## src/rtl/s2p_pkg.sv

```systemverilog
// Shared types and defaults for the s2p_framer serial-to-parallel framer.
package s2p_pkg;

    typedef enum logic {
        HUNT = 1'b0,
        LOCK = 1'b1
    } state_t;

    localparam int         DEF_WIDTH = 8;
    localparam logic [7:0] DEF_SYNC  = 8'hA5;

    // Wide enough to hold the value WIDTH itself (fill counter saturates there).
    function automatic int cnt_width(input int width);
        return $clog2(width + 1);
    endfunction

endpackage

```

## src/rtl/s2p_framer_if.sv

```systemverilog
// Output word buffer handshake of s2p_framer: the framer is master, the consumer is slave.
interface s2p_framer_if #(
    parameter int WIDTH = 8
) ();

    logic [WIDTH-1:0] o_data;
    logic             o_vld;
    logic             o_rdy;

    modport master (
        output o_data,
        output o_vld,
        input  o_rdy
    );

    modport slave (
        input  o_data,
        input  o_vld,
        output o_rdy
    );

endinterface

```

## src/rtl/s2p_shreg.sv

```systemverilog
// WIDTH-bit left-shifting register with enable; new bits enter at the LSB.
module s2p_shreg #(
    parameter int WIDTH = 8
) (
    input  logic             clk,
    input  logic             srst,
    input  logic             clr,
    input  logic             en,
    input  logic             d,
    output logic [WIDTH-1:0] q
);

    logic [WIDTH-1:0] q_reg;

    always_ff @(posedge clk) begin
        if (srst || clr) begin
            q_reg <= '0;
        end else if (en) begin
            q_reg <= {q_reg[WIDTH-2:0], d};
        end
    end

    assign q = q_reg;

endmodule

```

## src/rtl/s2p_framer.sv

```systemverilog
// Sync-word hunting serial-to-parallel framer with a one-entry valid/ready output buffer.
// Optional word counter output wcnt is enabled by defining S2P_WORD_CNT_EN.
module s2p_framer
    import s2p_pkg::*;
#(
    parameter int               WIDTH = DEF_WIDTH,
    parameter logic [WIDTH-1:0] SYNC  = WIDTH'(DEF_SYNC)
) (
    input  logic        clk,
    input  logic        rst,
    input  logic        d,
    input  logic        d_en,
    input  logic        relock,
    s2p_framer_if.master out,
    output logic        locked,
    output logic        ovf
`ifdef S2P_WORD_CNT_EN
    ,
    output logic [15:0] wcnt
`endif
);

    localparam int            CW   = cnt_width(WIDTH);
    localparam logic [CW-1:0] FULL = CW'(WIDTH);
    localparam logic [CW-1:0] LAST = CW'(WIDTH - 1);

    state_t           state_reg;
    logic [CW-1:0]    fill_reg;
    logic [CW-1:0]    fill_next;
    logic [CW-1:0]    bit_cnt_reg;
    logic [WIDTH-1:0] sr_q;
    logic [WIDTH-1:0] sr_next;
    logic [WIDTH-1:0] data_reg;
    logic             vld_reg;
    logic             ovf_reg;
    logic             word_done;
    logic             drain;
    logic             sr_msb_unused;

    s2p_shreg #(
        .WIDTH (WIDTH)
    ) u_sr (
        .clk  (clk),
        .srst (rst),
        .clr  (relock),
        .en   (d_en),
        .d    (d),
        .q    (sr_q)
    );

    // The MSB falls off the end of every shift and never reaches a word.
    assign sr_msb_unused = sr_q[WIDTH-1];

    always_comb begin
        sr_next   = {sr_q[WIDTH-2:0], d};
        fill_next = (fill_reg == FULL) ? FULL : fill_reg + CW'(1);
        word_done = (state_reg == LOCK) && d_en && !relock && (bit_cnt_reg == LAST);
        drain     = vld_reg && out.o_rdy;
    end

    always_ff @(posedge clk) begin
        if (rst) begin
            state_reg   <= HUNT;
            fill_reg    <= '0;
            bit_cnt_reg <= '0;
            data_reg    <= '0;
            vld_reg     <= 1'b0;
            ovf_reg     <= 1'b0;
        end else begin
            if (relock) begin
                state_reg   <= HUNT;
                fill_reg    <= '0;
                bit_cnt_reg <= '0;
            end else if (d_en) begin
                case (state_reg)
                    HUNT: begin
                        fill_reg <= fill_next;
                        // Requiring a full window stops a zero SYNC matching the cleared sr.
                        if ((fill_next == FULL) && (sr_next == SYNC)) begin
                            state_reg   <= LOCK;
                            bit_cnt_reg <= '0;
                        end
                    end
                    LOCK: begin
                        bit_cnt_reg <= (bit_cnt_reg == LAST) ? '0 : bit_cnt_reg + CW'(1);
                    end
                    default: state_reg <= HUNT;
                endcase
            end

            if (word_done) begin
                if (!vld_reg || out.o_rdy) begin
                    data_reg <= sr_next;
                    vld_reg  <= 1'b1;
                end else begin
                    ovf_reg  <= 1'b1;
                end
            end else if (drain) begin
                vld_reg <= 1'b0;
            end
        end
    end

`ifdef S2P_WORD_CNT_EN
    logic [15:0] wcnt_reg;

    always_ff @(posedge clk) begin
        if (rst) begin
            wcnt_reg <= '0;
        end else if (word_done && (!vld_reg || out.o_rdy)) begin
            wcnt_reg <= wcnt_reg + 16'd1;
        end
    end

    assign wcnt = wcnt_reg;
`endif

    assign out.o_data = data_reg;
    assign out.o_vld  = vld_reg;
    assign locked     = (state_reg == LOCK);
    assign ovf        = ovf_reg;

endmodule

```

## src/flat_wrapper.sv

```systemverilog
// flat-port wrapper written by rule: the top's interface ports become plain ports
module s2p_framer_flat import s2p_pkg::*;
#(
    parameter int               WIDTH = DEF_WIDTH,
    parameter logic [WIDTH-1:0] SYNC  = WIDTH'(DEF_SYNC)
)
  (clk, rst, d, d_en, relock, locked, ovf, out_o_data, out_o_vld, out_o_rdy);
  s2p_framer_if #(.WIDTH(WIDTH)) out_i ();
  input  logic clk;
  input  logic rst;
  input  logic d;
  input  logic d_en;
  input  logic relock;
  output logic locked;
  output logic ovf;
  output wire logic [$bits(out_i.o_data)-1:0] out_o_data;
  output wire logic [$bits(out_i.o_vld)-1:0] out_o_vld;
  input wire logic [$bits(out_i.o_rdy)-1:0] out_o_rdy;
  assign out_o_data = out_i.o_data;
  assign out_o_vld = out_i.o_vld;
  assign out_i.o_rdy = out_o_rdy;
  s2p_framer #(.WIDTH(WIDTH), .SYNC(SYNC)) u_core (.clk(clk), .rst(rst), .d(d), .d_en(d_en), .relock(relock), .out(out_i), .locked(locked), .ovf(ovf));
endmodule
```

## config.mk

```make
export PLATFORM = sky130hd
export DESIGN_NAME = s2p_framer_flat
export DESIGN_NICKNAME = d
export VERILOG_FILES = /design/src/rtl/s2p_pkg.sv /design/src/rtl/s2p_framer_if.sv /design/src/rtl/s2p_shreg.sv /design/src/rtl/s2p_framer.sv /design/src/flat_wrapper.sv
export SDC_FILE = /design/constraint.sdc
export NUM_CORES = 1
export LEC_CHECK = 0
export BUFFER_PORTS_ARGS = -buffer_cell sky130_fd_sc_hd__buf_2
export CORE_MARGIN = 2
export CORE_UTILIZATION = 59
export CTS_CLUSTER_SIZE = 16
export DETAILED_ROUTE_END_ITERATION = 16
export PLACE_DENSITY = 0.8
export REMOVE_ABC_BUFFERS = 1
export SYNTH_ARGS = -nofsm -noshare
export SYNTH_HDL_FRONTEND = slang
export SYNTH_HIERARCHICAL = 1
export SYNTH_SLANG_ARGS = --single-unit
export TNS_END_PERCENT = 20
```

## constraint.sdc

```tcl
create_clock -name clk -period 4.3 [get_ports clk]
set_clock_uncertainty 0.1 [all_clocks]
set_input_delay 0 -clock clk [delete_from_list [all_inputs] [get_ports clk]]
set_output_delay 0 -clock clk [all_outputs]
set_load 0.05 [all_outputs]
```

==> results by group, run 1 <==
Critical path
  – Worst r2r src: u_core/bit_cnt_reg[0]
  – Setup Crit Path Kind: flop to flop
  – Worst Path Required: 4.44 ns
  – CP endpoint kind: flop
  – Crit Path Max Fanout: 8
  – R2R setup slack: 1.83 ns
  – CP arrival: 2.61 ns
  – FF-to-FF path depth: 6
  – Worst r2r dst: u_core/out.o_data[0]
  – Startpoint types: flop

Cells and area
  – Post-layout util: 75.2%
  – Synth-to-layout area growth: 16.3%
  – Commonest non-fill, non-tap cells in the layout: dfxtp_1 (26), nor2_1 (22), mux2i_1 (18)
  – Share of layout cells above drive strength 1: 18.4%
  – Nets: 151
  – Finished Layout Cells: 166
  – Max reg flops: 8
  – Number of diodes: 0
  – Commonest non-fill, non-tap cell in the layout: dfxtp_1

Hold path
  – WHS Endpoint: u_core/u_sr/q[4]
  – Worst Hold Path Cells: 3
  – Hold_sp: d_en
  – Tightest Hold Check Type: input pin to flop

Global routing
  – Total GRT Usage: 21.6%
  – Initial antenna violation count: 0
  – Largest net degree at the start of global routing: 16
  – Vias in the first global route: 772
  – GRT Residual Overflow: 0
  – First-pass GRT wire length: 3.39 mm

Placement
  – Port bufs: 16
  – Dpl hpwl: 1.49 mm
  – RePlAce Congestion: 0.814
  – Setup WS pre-CTS: 2.35 ns
  – Dpl cells: 157

Clock network
  – Max clock buf depth: 2
  – Worst skew pair latency: 0.33 ns
  – Postcts setup bufs: 0
  – H-tree levels: 1
  – CTS sink cnt: 26
  – CTS root buf: clkbuf_4
  – Num CTS Buffers: 3
  – CTS clk-pin slew, worst paths: 0.15 ns
  – Clock tree from TritonCTS: built

STA
  – Fin crit share: 57.5%
  – Worst setup margin: 1.83 ns
  – Rel. slew slack: 53.3%
  – Slew @ Worst Pin: 0.696 ns
  – RSZ-0062 raised after global routing: false
  – Fin Setup TNS: 0 ns
  – Final hold viol count: 0
  – Slew Limit Fails: 0
  – Tmin final: 2.47 ns
  – # setup viols final: 0
  – Max Fclk: 405 MHz

Pwr
  – Overall Power: 0.431 mW
  – Static Leak: 0.523 nW
  – PwrDens: 321 nW/um2
  – VDD IR max: 0.000392 V

Detailed routing
  – Vias post-DR: 922
  – Initial DRC Count: 8
  – Detail Route Antenna Nets: 0
  – DR WL/cell: 13.0 um
  – Avg Vias per Cell: 5.55
  – DRC Markers: 0
  – Number of detailed-route iterations in the first pass: 4
  – Drt total wl: 2.15 mm

Synth
  – Syn Std Cell Area: 1150 um2
  – Synth Area per Inst: 9.61 um2
  – Synth warn: 6
  – Cells after synthesis: 120

Floorplan
  – Rows: 15
  – Top Ports: 17
  – Core area: 1780 um2
  – Die X: 48.2 um
  – Die Area: 2330 um2
  – Initial core utilization: 64.7%
  – Chip Height: 48.2 um

Outcome
  – Status: complete, no violations

Flow run
  – Max-Cap Viols: 0
-- per-stage QoR --
stage / area (um2) / hold WS [ns]
global route: 1340 / 0.0516
floorplan: 1130 / -0.0276
detailed placement: 1240 / 0.192
finish: 1340 / 0.0209
global placement: 1240 / 0.183
CTS: 1340 / 0.0160
-- worst max-delay path: stages, from the launching register on --
cell and delay [ns]:
dfxtp_1 0.40, ha_1 0.25, nand2_2 0.11, nor4_4 0.66, mux2i_1 0.27, nor2_1 0.06
dlygate4sd3_1 0.55
-- final cells by class --
cell class | instances | area, um2
multi-input cells | 87 | 596
flip-flops and latches | 26 | 520
fillers | 135 | 442
repair buffers | 21 | 130
well taps | 25 | 31.3
clock inverters | 1 | 30.0
clock buffers | 3 | 22.5
inverters | 3 | 11.3
-- worst max path at each step --
| stage | start | endpoint | slack, ns | cells after the start |
|---|---|---|---|---|
| final | u_core/bit_cnt_reg[0] | u_core/out.o_data[0] | 1.83 | 6 |
| after global routing | u_core/bit_cnt_reg[0] | u_core/out.o_data[0] | 1.71 | 6 |
| after CTS | u_core/bit_cnt_reg[0] | u_core/out.o_data[0] | 1.83 | 6 |
| after detailed placement | u_core/fill_reg[0] | u_core/bit_cnt_reg[2] | 2.35 | 6 |
| after global placement | u_core/bit_cnt_reg[0] | u_core/out.o_data[1] | 2.39 | 5 |
| after floorplan | u_core/locked | u_core/out.o_data[0] | 2.35 | 4 |
-- layer usage --
layer | global-route usage, % | vias to the layer above | share of wire, %
li1 | - | 465 | -
met1 | 27.7 | 435 | 45
met2 | 32.9 | 18 | 49
met3 | 4.07 | 4 | 3.2
met4 | 14.1 | 0 | 2.6
met5 | 0 | - | 0
-- repair_timing --
action | 4_1_cts | 5_1_grt
hold buffers | 5 | 0
gates resized for setup | 0 | 0
hold endpoints to repair | 20 | 0
-- power by group --
group	switching, mW	internal (mW)	total (mW)
clock	0.0735	0.0944	0.168
combinational	0.0109	0.00872	0.0196
sequential	0.00132	0.242	0.243
total	0.0857	0.345	0.431
No activity file was read; power rests on OpenSTA's default activity.
==> run 2, diff against run 1 <==
- CORE_UTILIZATION: 59 -> 49
- PLACE_DENSITY: 0.8 -> 0.71
- clock period: 4.3 -> 2.15 ns (I/O delays scaled with it)
==> results by group, run 2 (same netlist as run 1, synthesis figures left out) <==
Outcome
  – Status: complete, no violations

Floorplan
  – Top Ports: 17
  – Die X: 52.5 um
  – Rows: 17
  – Core area: 2210 um2
  – Chip Height: 52.5 um
  – Initial core utilization: 52.1%
  – Die Area: 2760 um2

STA
  – RSZ-0062 raised after global routing: false
  – Rel. slew slack: 73.3%
  – Worst setup margin: 0.195 ns
  – Slew Limit Fails: 0
  – # setup viols final: 0
  – Slew @ Worst Pin: 0.397 ns
  – Final hold viol count: 0
  – Hold Worst Slack: 0.0565 ns
  – Max Fclk: 512 MHz
  – Fin Setup TNS: 0 ns
  – Fin crit share: 90.9%
  – Tmin final: 1.95 ns

Global routing
  – Total GRT Usage: 18.2%
  – First-pass GRT wire length: 3.69 mm
  – Initial antenna violation count: 0
  – Vias in the first global route: 904
  – GRT Residual Overflow: 0
  – Largest net degree at the start of global routing: 14

Critical path
  – Worst r2r dst: u_core/bit_cnt_reg[0]
  – Worst r2r src: u_core/fill_reg[0]
  – Worst path slowest cell: dfxtp_1
  – Worst Path Required: 2.24 ns
  – FF-to-FF path depth: 6
  – R2R setup slack: 0.20 ns
  – Setup Crit Path Kind: flop to flop
  – CP arrival: 2.04 ns
  – CP peak stage delay: 0.45 ns
  – Crit Path Max Fanout: 7
  – CP cell instances: inv_1 > ha_1 > nor4bb_1 > nand4_1 > nor3_1 > o22ai_1
  – CP endpoint kind: flop
  – Startpoint types: flop

Cells and area
  – Synth-to-layout area growth: 13.8%
  – Commonest non-fill, non-tap cell in the layout: dfxtp_1
  – Post-layout util: 59.3%
  – Number of diodes: 0
  – Commonest non-fill, non-tap cells in the layout: dfxtp_1 (26), nor2_1 (22), mux2i_1 (18)
  – Share of layout cells above drive strength 1: 18.6%
  – Max reg flops: 8
  – Fillers: 206
  – Nets: 151

Pwr
  – Psw: 0.154 mW
  – Static Leak: 0.507 nW
  – Cell Int Power: 0.567 mW
  – Switching Share: 21.4%
  – Comb power frac: 5.4%
  – Clock Power Share: 27.1%
  – PwrDens: 549 nW/um2
  – Seq pwr share: 67.5%
  – VDD IR max: 0.000426 V

Clock network
  – Clock tree from TritonCTS: built
  – CTS clk-pin slew, worst paths: 0.13 ns
  – H-tree levels: 1
  – Max clock buf depth: 2
  – Worst skew pair latency: 0.31 ns
  – Num CTS Buffers: 3
  – Postcts setup bufs: 0
  – CTS sink cnt: 26
  – CTS root buf: clkbuf_4

Detailed routing
  – Drt total wl: 2.18 mm
  – DRC Markers: 0
  – Avg Vias per Cell: 5.32
  – DR WL/cell: 13.0 um
  – Detail Route Antenna Nets: 0
  – Initial DRC Count: 16
  – Vias post-DR: 893
  – Number of detailed-route iterations in the first pass: 4

Hold path
  – Worst Hold Path Cells: 3
  – Hold_sp: d_en
  – Tightest Hold Check Type: input pin to flop
  – WHS Endpoint: u_core/u_sr/q[5]

Placement
  – Setup WS pre-CTS: 0.244 ns
  – Port bufs: 16
  – Dpl hpwl: 1.57 mm
  – RePlAce Congestion: 0.757

Flow run
  – Max-Cap Viols: 0
[run 2: changes by cell type in the layout (fill, tap and decap cells not counted)]
cell | before | now
bufinv_16 | 1 | 0
o311ai_1 | 0 | 2
buf_4 | 0 | 1
o311ai_0 | 2 | 0
dlygate4sd3_1 | 5 | 4
[run 2: how the worst max path moves through the flow]
stage / start / cells past startpoint / endpoint / slack [ns]
after CTS: u_core/fill_reg[0] / 6 / u_core/bit_cnt_reg[0] / 0.21
after global routing: u_core/fill_reg[0] / 6 / u_core/bit_cnt_reg[1] / 0.005
after floorplan: u_core/locked / 4 / u_core/out.o_data[0] / 0.20
after detailed placement: u_core/fill_reg[0] / 6 / u_core/bit_cnt_reg[0] / 0.24
after global placement: u_core/fill_reg[0] / 6 / u_core/bit_cnt_reg[3] / 0.33
final: u_core/fill_reg[0] / 6 / u_core/bit_cnt_reg[0] / 0.20
[run 2: area by class of cell]
type | instances | area [um2] | share of cell area, %
flip-flops and latches | 26 | 520 | 39.7
inverters | 3 | 11.3 | 0.858
well taps | 28 | 35.0 | 2.67
repair buffers | 21 | 128 | 9.72
multi-input cells | 87 | 596 | 45.4
clock buffers | 3 | 22.5 | 1.72
[run 2: layer usage]
| layer | track usage [%] | up-vias | part of all wire (%) |
|---|---|---|---|
| li1 | - | 469 | - |
| met1 | 20.9 | 412 | 47 |
| met2 | 31.9 | 10 | 50 |
| met3 | 3.71 | 2 | 2.4 |
| met4 | 8.55 | 0 | 0.78 |
| met5 | 0 | - | 0 |
[run 2: power by group through the flow]
stage | Clock, mW | Sequential, mW | Combinational, mW
detailed placement | 0 | 0.497 | 0.0332
CTS | 0.207 | 0.486 | 0.0388
global placement | 0 | 0.497 | 0.0326
global route | 0.222 | 0.487 | 0.0430
finish | 0.195 | 0.486 | 0.0390
floorplan | 0 | 0.496 | 0.0167
[run 2: worst max-delay path: cells and delay by family (launching register included)]
family	cells	cell delay [ns]
buf+inv	1	0.07
flops	1	0.45
compound gates	1	0.12
simple gates	3	0.79
fa+ha+maj	1	0.30
[run 2: through the flow]
stage | instances | instance area, um2 | total power [mW]
finish | 168 | 1310 | 0.721
global route | 168 | 1310 | 0.752
CTS | 168 | 1310 | 0.732
detailed placement | 161 | 1250 | 0.530
global placement | 161 | 1250 | 0.529
floorplan | 116 | 1130 | 0.513
[run 2: timing repair]
item / CTS / global route
gates resized for setup: 0 / 2
hold endpoints to repair: 20 / 0
hold buffers: 4 / 0
setup endpoints to repair: 0 / 2
